## src/rtl/mem_stage_ctrl_if.sv

```systemverilog
// Shared CPU width types and the bundle connecting the MEM stage to the
// EX/MEM latch, the data memory and the MEM/WB latch consumers.
package cpu_types_pkg;
  typedef logic [31:0] word_t;
  typedef logic [4:0]  regbits_t;
endpackage

interface mem_stage_if;
  import cpu_types_pkg::*;

  logic       en;
  logic       sRST;
  word_t      porto_l;
  word_t      rdat2_l;
  regbits_t   wsel_l;
  logic       regen_l;
  logic       hlt_l;
  logic       dmemREN_l;
  logic       dmemWEN_l;
  logic [1:0] regsrc_l;
  logic       dhit;
  word_t      dmemload;
  logic       dmemREN;
  logic       dmemWEN;
  word_t      dmemaddr;
  word_t      dmemstore;
  logic       mem_stall;
  word_t      wb_wdat;
  regbits_t   wb_wsel;
  logic       wb_regen;
  logic       wb_hlt;
  logic       halt;

  // The MEM stage controller is the master of the data-memory request.
  modport master (
    input  en, sRST, porto_l, rdat2_l, wsel_l, regen_l, hlt_l,
           dmemREN_l, dmemWEN_l, regsrc_l, dhit, dmemload,
    output dmemREN, dmemWEN, dmemaddr, dmemstore, mem_stall,
           wb_wdat, wb_wsel, wb_regen, wb_hlt, halt
  );

  modport slave (
    output en, sRST, porto_l, rdat2_l, wsel_l, regen_l, hlt_l,
           dmemREN_l, dmemWEN_l, regsrc_l, dhit, dmemload,
    input  dmemREN, dmemWEN, dmemaddr, dmemstore, mem_stall,
           wb_wdat, wb_wsel, wb_regen, wb_hlt, halt
  );
endinterface

```

## src/rtl/mem_stage_ctrl.sv

```systemverilog
// MEM stage controller: sequences one data-memory access per EX/MEM entry,
// stalls the upstream pipeline while it is outstanding, and owns MEM/WB.
module mem_stage_ctrl
  import cpu_types_pkg::*;
(
  input  logic        CLK,
  input  logic        nRST,
  mem_stage_if.master bus
);

  localparam logic [1:0] IDLE   = 2'd0;
  localparam logic [1:0] ACCESS = 2'd1;
  localparam logic [1:0] DONE   = 2'd2;

  logic [1:0] r_state;
  logic [1:0] w_nextState;
  word_t      r_loadBuf;
  word_t      r_wbWdat;
  regbits_t   r_wbWsel;
  logic       r_wbRegen;
  logic       r_wbHlt;
  logic       r_halt;

  logic       w_memOp;
  logic       w_inAccess;
  logic       w_stallRaw;
  logic       w_capture;
  word_t      w_wdatSel;

  assign w_memOp   = bus.dmemREN_l | bus.dmemWEN_l;
  assign w_wdatSel = (bus.regsrc_l == 2'b01) ? r_loadBuf : bus.porto_l;

  // Strobes exist only in ACCESS and vanish immediately on either reset.
  assign w_inAccess   = (r_state == ACCESS) & nRST & ~bus.sRST;
  assign bus.dmemWEN  = w_inAccess & bus.dmemWEN_l;
  assign bus.dmemREN  = w_inAccess & bus.dmemREN_l & ~bus.dmemWEN_l;
  assign bus.dmemaddr = {bus.porto_l[31:2], 2'b00};
  assign bus.dmemstore = bus.rdat2_l;

  always_comb begin
    w_stallRaw = 1'b0;
    case (r_state)
      IDLE:    w_stallRaw = w_memOp & ~r_halt;
      ACCESS:  w_stallRaw = 1'b1;
      DONE:    w_stallRaw = ~bus.en;
      default: w_stallRaw = 1'b0;
    endcase
  end

  assign bus.mem_stall = w_stallRaw & nRST & ~bus.sRST;

  // MEM/WB advances whenever the stage is not holding the pipeline for memory.
  assign w_capture = bus.en &
                     (((r_state == IDLE) & (~w_memOp | r_halt)) | (r_state == DONE));

  always_comb begin
    w_nextState = r_state;
    case (r_state)
      IDLE:    if (w_memOp && !r_halt) w_nextState = ACCESS;
      ACCESS:  if (bus.dhit)           w_nextState = DONE;
      DONE:    if (bus.en)             w_nextState = IDLE;
      default: w_nextState = IDLE;
    endcase
  end

  always_ff @(posedge CLK or negedge nRST) begin
    if (!nRST) begin
      r_state   <= IDLE;
      r_loadBuf <= '0;
    end else if (bus.sRST) begin
      r_state   <= IDLE;
      r_loadBuf <= '0;
    end else begin
      r_state <= w_nextState;
      if (r_state == ACCESS && bus.dhit)
        r_loadBuf <= bus.dmemload;
    end
  end

  // Once halted only bubbles retire; they keep the halt marker visible in WB.
  always_ff @(posedge CLK or negedge nRST) begin
    if (!nRST) begin
      r_wbWdat  <= '0;
      r_wbWsel  <= '0;
      r_wbRegen <= 1'b0;
      r_wbHlt   <= 1'b0;
      r_halt    <= 1'b0;
    end else if (bus.sRST) begin
      r_wbWdat  <= '0;
      r_wbWsel  <= '0;
      r_wbRegen <= 1'b0;
      r_wbHlt   <= 1'b0;
    end else if (w_capture) begin
      if (r_halt) begin
        r_wbWdat  <= '0;
        r_wbWsel  <= '0;
        r_wbRegen <= 1'b0;
        r_wbHlt   <= 1'b1;
      end else begin
        r_wbWdat  <= w_wdatSel;
        r_wbWsel  <= bus.wsel_l;
        r_wbRegen <= bus.regen_l;
        r_wbHlt   <= bus.hlt_l;
        if (bus.hlt_l)
          r_halt <= 1'b1;
      end
    end
  end

  assign bus.wb_wdat  = r_wbWdat;
  assign bus.wb_wsel  = r_wbWsel;
  assign bus.wb_regen = r_wbRegen;
  assign bus.wb_hlt   = r_wbHlt;
  assign bus.halt     = r_halt;

endmodule

```

## src/flat_wrapper.sv

```systemverilog
// flat-port wrapper written by rule: the top's interface ports become plain ports
module mem_stage_ctrl_flat import cpu_types_pkg::*;
  (CLK, nRST, bus_en, bus_sRST, bus_porto_l, bus_rdat2_l, bus_wsel_l, bus_regen_l, bus_hlt_l, bus_dmemREN_l, bus_dmemWEN_l, bus_regsrc_l, bus_dhit, bus_dmemload, bus_dmemREN, bus_dmemWEN, bus_dmemaddr, bus_dmemstore, bus_mem_stall, bus_wb_wdat, bus_wb_wsel, bus_wb_regen, bus_wb_hlt, bus_halt);
  mem_stage_if bus_i ();
  input  logic CLK;
  input  logic nRST;
  input wire logic [$bits(bus_i.en)-1:0] bus_en;
  input wire logic [$bits(bus_i.sRST)-1:0] bus_sRST;
  input wire logic [$bits(bus_i.porto_l)-1:0] bus_porto_l;
  input wire logic [$bits(bus_i.rdat2_l)-1:0] bus_rdat2_l;
  input wire logic [$bits(bus_i.wsel_l)-1:0] bus_wsel_l;
  input wire logic [$bits(bus_i.regen_l)-1:0] bus_regen_l;
  input wire logic [$bits(bus_i.hlt_l)-1:0] bus_hlt_l;
  input wire logic [$bits(bus_i.dmemREN_l)-1:0] bus_dmemREN_l;
  input wire logic [$bits(bus_i.dmemWEN_l)-1:0] bus_dmemWEN_l;
  input wire logic [$bits(bus_i.regsrc_l)-1:0] bus_regsrc_l;
  input wire logic [$bits(bus_i.dhit)-1:0] bus_dhit;
  input wire logic [$bits(bus_i.dmemload)-1:0] bus_dmemload;
  output wire logic [$bits(bus_i.dmemREN)-1:0] bus_dmemREN;
  output wire logic [$bits(bus_i.dmemWEN)-1:0] bus_dmemWEN;
  output wire logic [$bits(bus_i.dmemaddr)-1:0] bus_dmemaddr;
  output wire logic [$bits(bus_i.dmemstore)-1:0] bus_dmemstore;
  output wire logic [$bits(bus_i.mem_stall)-1:0] bus_mem_stall;
  output wire logic [$bits(bus_i.wb_wdat)-1:0] bus_wb_wdat;
  output wire logic [$bits(bus_i.wb_wsel)-1:0] bus_wb_wsel;
  output wire logic [$bits(bus_i.wb_regen)-1:0] bus_wb_regen;
  output wire logic [$bits(bus_i.wb_hlt)-1:0] bus_wb_hlt;
  output wire logic [$bits(bus_i.halt)-1:0] bus_halt;
  assign bus_i.en = bus_en;
  assign bus_i.sRST = bus_sRST;
  assign bus_i.porto_l = bus_porto_l;
  assign bus_i.rdat2_l = bus_rdat2_l;
  assign bus_i.wsel_l = bus_wsel_l;
  assign bus_i.regen_l = bus_regen_l;
  assign bus_i.hlt_l = bus_hlt_l;
  assign bus_i.dmemREN_l = bus_dmemREN_l;
  assign bus_i.dmemWEN_l = bus_dmemWEN_l;
  assign bus_i.regsrc_l = bus_regsrc_l;
  assign bus_i.dhit = bus_dhit;
  assign bus_i.dmemload = bus_dmemload;
  assign bus_dmemREN = bus_i.dmemREN;
  assign bus_dmemWEN = bus_i.dmemWEN;
  assign bus_dmemaddr = bus_i.dmemaddr;
  assign bus_dmemstore = bus_i.dmemstore;
  assign bus_mem_stall = bus_i.mem_stall;
  assign bus_wb_wdat = bus_i.wb_wdat;
  assign bus_wb_wsel = bus_i.wb_wsel;
  assign bus_wb_regen = bus_i.wb_regen;
  assign bus_wb_hlt = bus_i.wb_hlt;
  assign bus_halt = bus_i.halt;
  mem_stage_ctrl u_core (.CLK(CLK), .nRST(nRST), .bus(bus_i));
endmodule
```

## config.mk

```make
export PLATFORM = sky130hd
export DESIGN_NAME = mem_stage_ctrl_flat
export DESIGN_NICKNAME = d
export VERILOG_FILES = /design/src/rtl/mem_stage_ctrl_if.sv /design/src/rtl/mem_stage_ctrl.sv /design/src/flat_wrapper.sv
export SDC_FILE = /design/constraint.sdc
export NUM_CORES = 1
export LEC_CHECK = 0
export ABC_AREA = 0
export CAP_MARGIN = 20
export CORE_MARGIN = 1.5
export CORE_UTILIZATION = 35
export DETAILED_ROUTE_END_ITERATION = 6
export GPL_ROUTABILITY_DRIVEN = 1
export PLACE_DENSITY = 0.78
export SYNTH_ARGS = -nofsm -noshare
export SYNTH_HDL_FRONTEND = slang
export SYNTH_SLANG_ARGS = --single-unit
```

## constraint.sdc

```tcl
create_clock -name CLK -period 1.25 [get_ports CLK]
set_input_delay 0.3125 -clock CLK [delete_from_list [all_inputs] [get_ports CLK]]
set_output_delay 0.3125 -clock CLK [all_outputs]
set_load 0.005 [all_outputs]
```

# Word-level counts from Yosys, hierarchy flattened
# Cells that the tools add are included.
# op_classes
n_eq_ne	6
bitwise_logic	18
n_mux	23
reduce_logical	8
# op_table
op	n
32-bit 2-to-1 mux	6
5-bit 2-to-1 mux	3
1-bit bitwise AND	10
3-bit != test, second input constant	3
1-bit 2-to-1 mux	8
2-bit 2-to-1 mux	4
2-bit one-hot mux with 3 select lines	1
1-bit inverter	5
2-bit by 1-bit equality test with 1-bit output, second input constant	2
2-bit nonzero test	2
1-bit bitwise OR	3
1-bit one-hot mux with 3 select lines	1
3-bit AND reduction	1
2-bit equality test, second input constant	1
1-bit logical AND	2
2-bit logical NOT	1
2-bit AND reduction	1
1-bit logical NOT	1
# totals
reg_bits	74
in_bits	112
out_inout_bits	107
wordCells	62

# Logic depth before layout (Yosys ltp)
# logic_depth
ltp_word	8
ltp_mapped	6
mapped_depth_nobuf	4

# Least setup slack after synthesis
# OpenSTA, ideal clock, no wires.
# synth_timing
kind	register -> output
startpoint	register u_core.r_state[1]
endpoint	output bus_mem_stall
required_time_ns	0.938
path_stages_with_launch	4
arrival_time_ns	1.044
n_path_buf	0
slack_ns	-0.106
cell_sequence	dfrtp_1 -> or3b_1 -> o21ai_0 -> and3_1
# synth_via
elab_chain_cells	4
word_cells_on_any_way	6
cone_classes	eq/ne (2); mux (1); bitwise (2); reduce/logical (1)
# synth_lines
item	line	text
start: declaration	mem_stage_ctrl.sv:15	logic [1:0] r_state;
start signal: assignment	mem_stage_ctrl.sv:74	r_state <= w_nextState;
2-bit equality test, or another cell as far along	mem_stage_ctrl.sv:42	case (r_state)
1-bit one-hot mux with 3 select lines *	mem_stage_ctrl.sv:42	
1-bit bitwise AND * (2 in series)	mem_stage_ctrl.sv:50	assign bus.mem_stall = w_stallRaw & nRST & ~bus.sRST;
end: declaration	flat_wrapper.sv:23	output wire logic [$bits(bus_i.mem_stall)-1:0] bus_mem_stall;
# Every way passes the cells marked *; elsewhere a longest branch is shown, timed or not.

# Final worst setup path
# layout_timing
startpoint	register u_core.r_state[0]
endpoint	output bus_mem_stall
# The elaborated chain is that of the path after synthesis.

==> summary.md <==
| Metric | Value |
|---|---|
| Status | finished, violations left |
| Failing checks | setup timing |
| First-pass GRT wire length | 18.33 mm |
| I/O pin cnt | 219 |
| Post-place setup slack | -954.0 ps |
| Cts hold-fix bufs | 0 |
| Slew margin rel. | 37.89% |
| Layout cells sized above 1 | 47.67% |
| Post-synth cell types | 31 |
| Met2 Routed Length | 6.351 mm |
| Total grt overflow | 0 |
| WL met3 | 737 um |
| Worst-skew pair later-pin latency | 340 ps |
| RSZ-0062 raised after global routing | yes |
| Total routed wirelength | 12.26 mm |
| Placed Cells | 581 |
| Largest net degree at the start of global routing | 75 |
| Design Area, Final | 0.006225 mm2 |
| WS Path Type | flip-flop to output port |
| Multi-input gate area | 0.001639 mm2 |
| Yosys Warn Count | 0 |
| Vias in the first global route | 3486 |
| Slowest Stage Delay on Critical Path | 380 ps |
| DR vias/cell | 5.102 |
| Placer Congestion | 0.9199 |
| Largest cells by area after synthesis | dfrtp_1 (49%), buf_4 (13%), mux2i_1 (8.5%) |
| Core footprint | 0.01042 mm2 |
| VDD IR max | 0.0005231 V |
| WL met1 | 5.038 mm |
| Fillers | 887 |
| Die W | 107.0 um |
| Nets | 621 |
| Clock Sinks | 74 |
| Clock Skew | 11.68 ps |
| Cell Area, Placed | 0.005279 mm2 |
| Total iterations of the first detailed-routing run | 4 |
| Starting density of the core | 36.34% |
| Clk buf depth | 2 |
| Total power | 5.527 mW |
| Syn Std Cell Area | 0.003785 mm2 |
| Port Buffers | 152 |
| Final setup fails | 78 |
| Final cell count without fillers | 650 |
| Max Used Layer | met4 |
| Die area | 0.01145 mm2 |
| Worst Hold Class | input port to asynchronous set/reset pin |
| Fraction of registers with async set/reset | 100.0% |
| CP required | 940 ps |
| Sequential element share of the synthesized area | 48.93% |
| Root buf cell | clkbuf_8 |
| Pwr per Cell Area | 887.9 mW/mm2 |
| Register area | 0.001853 mm2 |
| Worst Setup End Kind | output port |
| Crit path DAT | 1570 ps |
| Yosys top cell area share | 48.93% |
| Initial antenna violation count | 1 |
| Tcrit/Tclk final | 150.8% |
| Avg Inst Size Synth | 11.33 um2 |
| CTS Buf Count | 9 |
| GRT Total Usage | 21.20% |
| CTS H-Tree Depth | 3 |
| Leakage Power | 3.080 nW |
| Clock transition at the registers of the reported paths | 80 ps |
| Worst setup SP type | flip-flop |
| Synth area leader | dfrtp_1 |
| Fin. Hold Viols | 0 |
| DRT iter0 DRCs | 122 |
| Post-synth EDFFs | 0 |
| Max-slew violations | 0 |
| FMAX | 530.5 MHz |
| ANT nets after route | 0 |
| Area Overhead vs Synth | 64.46% |
| DRC | 0 |
| Top fanout value on the critical path | 2 |
| Mapped Cells | 334 |
| Yosys reg bits | 74 |
| Max-cap violations | 0 |
| Final worst slack | -634.9 ps |
| Min Tclk post-route | 1885 ps |
| DR WL/cell | 18.86 um |
| Cell Rows | 37 |
| Worst slew pin tran | 931.6 ps |
| CTS tree | done |
| Die height | 107.0 um |
| Final HPWL from detailed placement | 7.171 mm |
| Critical Path, Cell by Cell | buf_4, or3b_4, o21ai_2, and3_1, buf_2 |
| Vias | 3316 |
| Ant diodes | 0 |
| Slowest-stage cell, CP | dfrtp_1 |
| Top FF cell, synth | dfrtp_1 |
timing repair:
action | CTS | global route
endpoints found under the setup margin | 145 | 86
pin swaps | 29 | 26
gates resized for setup | 335 | 54
gates cloned | 10 | 0
buffers inserted | 34 | 10
state kept, by name, summed over array words and instances, names as in the netlist:
register	count
u_core.bus.halt	1
u_core.r_state	2
u_core.bus.wb_hlt	1
u_core.r_loadBuf	32
u_core.bus.wb_regen	1
u_core.bus.wb_wsel	5
u_core.bus.wb_wdat	32
per-stage QoR:
stage	util [%]	hold WS (ps)	setup TNS [ps]
6_report	59.76	224.5	-21890
5_1_grt	59.76	298.7	-27450
4_1_cts	57.26	260.6	-20170
3_5_place_dp	50.68	494.5	-60390
3_3_place_gp	50.68	486.9	-56480
2_1_floorplan	-	16.91	-68.85
layout by cell type (no fill, tap or decap), types with 4 or more instances in the layout:
cell type        synthesis  final
clkbuf_8                 0     10
buf_16                   0      7
a2bb2oi_2                0     27
a22o_1                  32     32
clkbuf_2                 0      4
clkdlybuf4s15_2          0      9
a2bb2oi_1               32      5
nor2_1                  34     34
a21oi_2                  1      6
nand2_4                  0      7
dlymetal6s2s_1           0      5
buf_12                   0     11
nand3_1                  6      6
dlygate4sd2_1            0     14
buf_2                    5     59
buf_4                   68     56
mux2i_1                 32     32
dfrtp_1                 74     73
buf_6                    8     21
clkdlybuf4s50_1          0     59
final cells by class:
class | count | share of cell area [%]
Inverter | 2 | 0.1206
Tap cell | 136 | 2.734
Clock inverter | 6 | 1.447
Multi-Input combinational cell | 174 | 26.33
Clock buffer | 10 | 2.211
Timing Repair Buffer | 248 | 37.39
Sequential cell | 74 | 29.77
synth_stat cells, types with 2 or more instances:
cell	instances
a21oi_1	7
buf_4	68
nor2b_2	2
dfrtp_1	74
nand3_1	6
and3_1	2
buf_6	8
mux2i_1	32
nand2_1	6
a2bb2oi_1	32
clkbuf_1	5
nor3_1	3
a22o_1	32
buf_2	5
nor2b_1	2
inv_1	2
nor2_1	34
kinds of logic (layout without fill, tap and decap cells):
| family | Yosys count | in the layout | share of synthesized area, % |
|---|---|---|---|
| buffers and inverters | 88 | 266 | 17.22 |
| AOI/OAI and AO/OA | 78 | 79 | 17.59 |
| DFF | 74 | 74 | 48.93 |
| and+or+nand+nor | 60 | 60 | 7.405 |
| muxes | 33 | 33 | 8.760 |
| other | 1 | 2 | 0.09908 |
final timing paths:
| kind | startpoint | end | slack [ps] | cells after the start |
|---|---|---|---|---|
| setup / recovery | u_core.r_state[0] | bus_mem_stall | -630 | 5 |
| hold / removal | nRST | u_core.r_loadBuf[24] | 220 | 2 |
| setup reg to reg | u_core.r_state[0] | u_core.bus.wb_wdat[28] | -380 | 9 |
| hold reg to reg | u_core.r_loadBuf[18] | u_core.r_loadBuf[18] | 510 | 1 |
| max in group asynchronous | nRST | u_core.r_state[1] | 350 | 2 |
| min in group CLK | bus_sRST | u_core.bus.wb_wdat[16] | 420 | 3 |
critical path, delay by kind of cell (launching register included):
kind / cells / cell delay [ps]
AND/OR/NAND/NOR: 2 / 540
AO/OA/AOI/OAI: 1 / 60
buffers and inverters: 2 / 260
flip-flops: 1 / 380
layer usage:
| metal | GRT usage (%) | vias up |
|---|---|---|
| li1 | - | 1478 |
| met1 | 25.94 | 1691 |
| met2 | 36.95 | 127 |
| met3 | 4.985 | 20 |
| met4 | 6.476 | 0 |
| met5 | 0 | - |
where the power goes:
group          switching [mW]  internal (mW)  leakage, nW
logic                   0.413          0.597         1.94
clock network           0.915           1.18        0.112
registers              0.0115           2.41         1.03
Power figures use the tool's default switching activity.
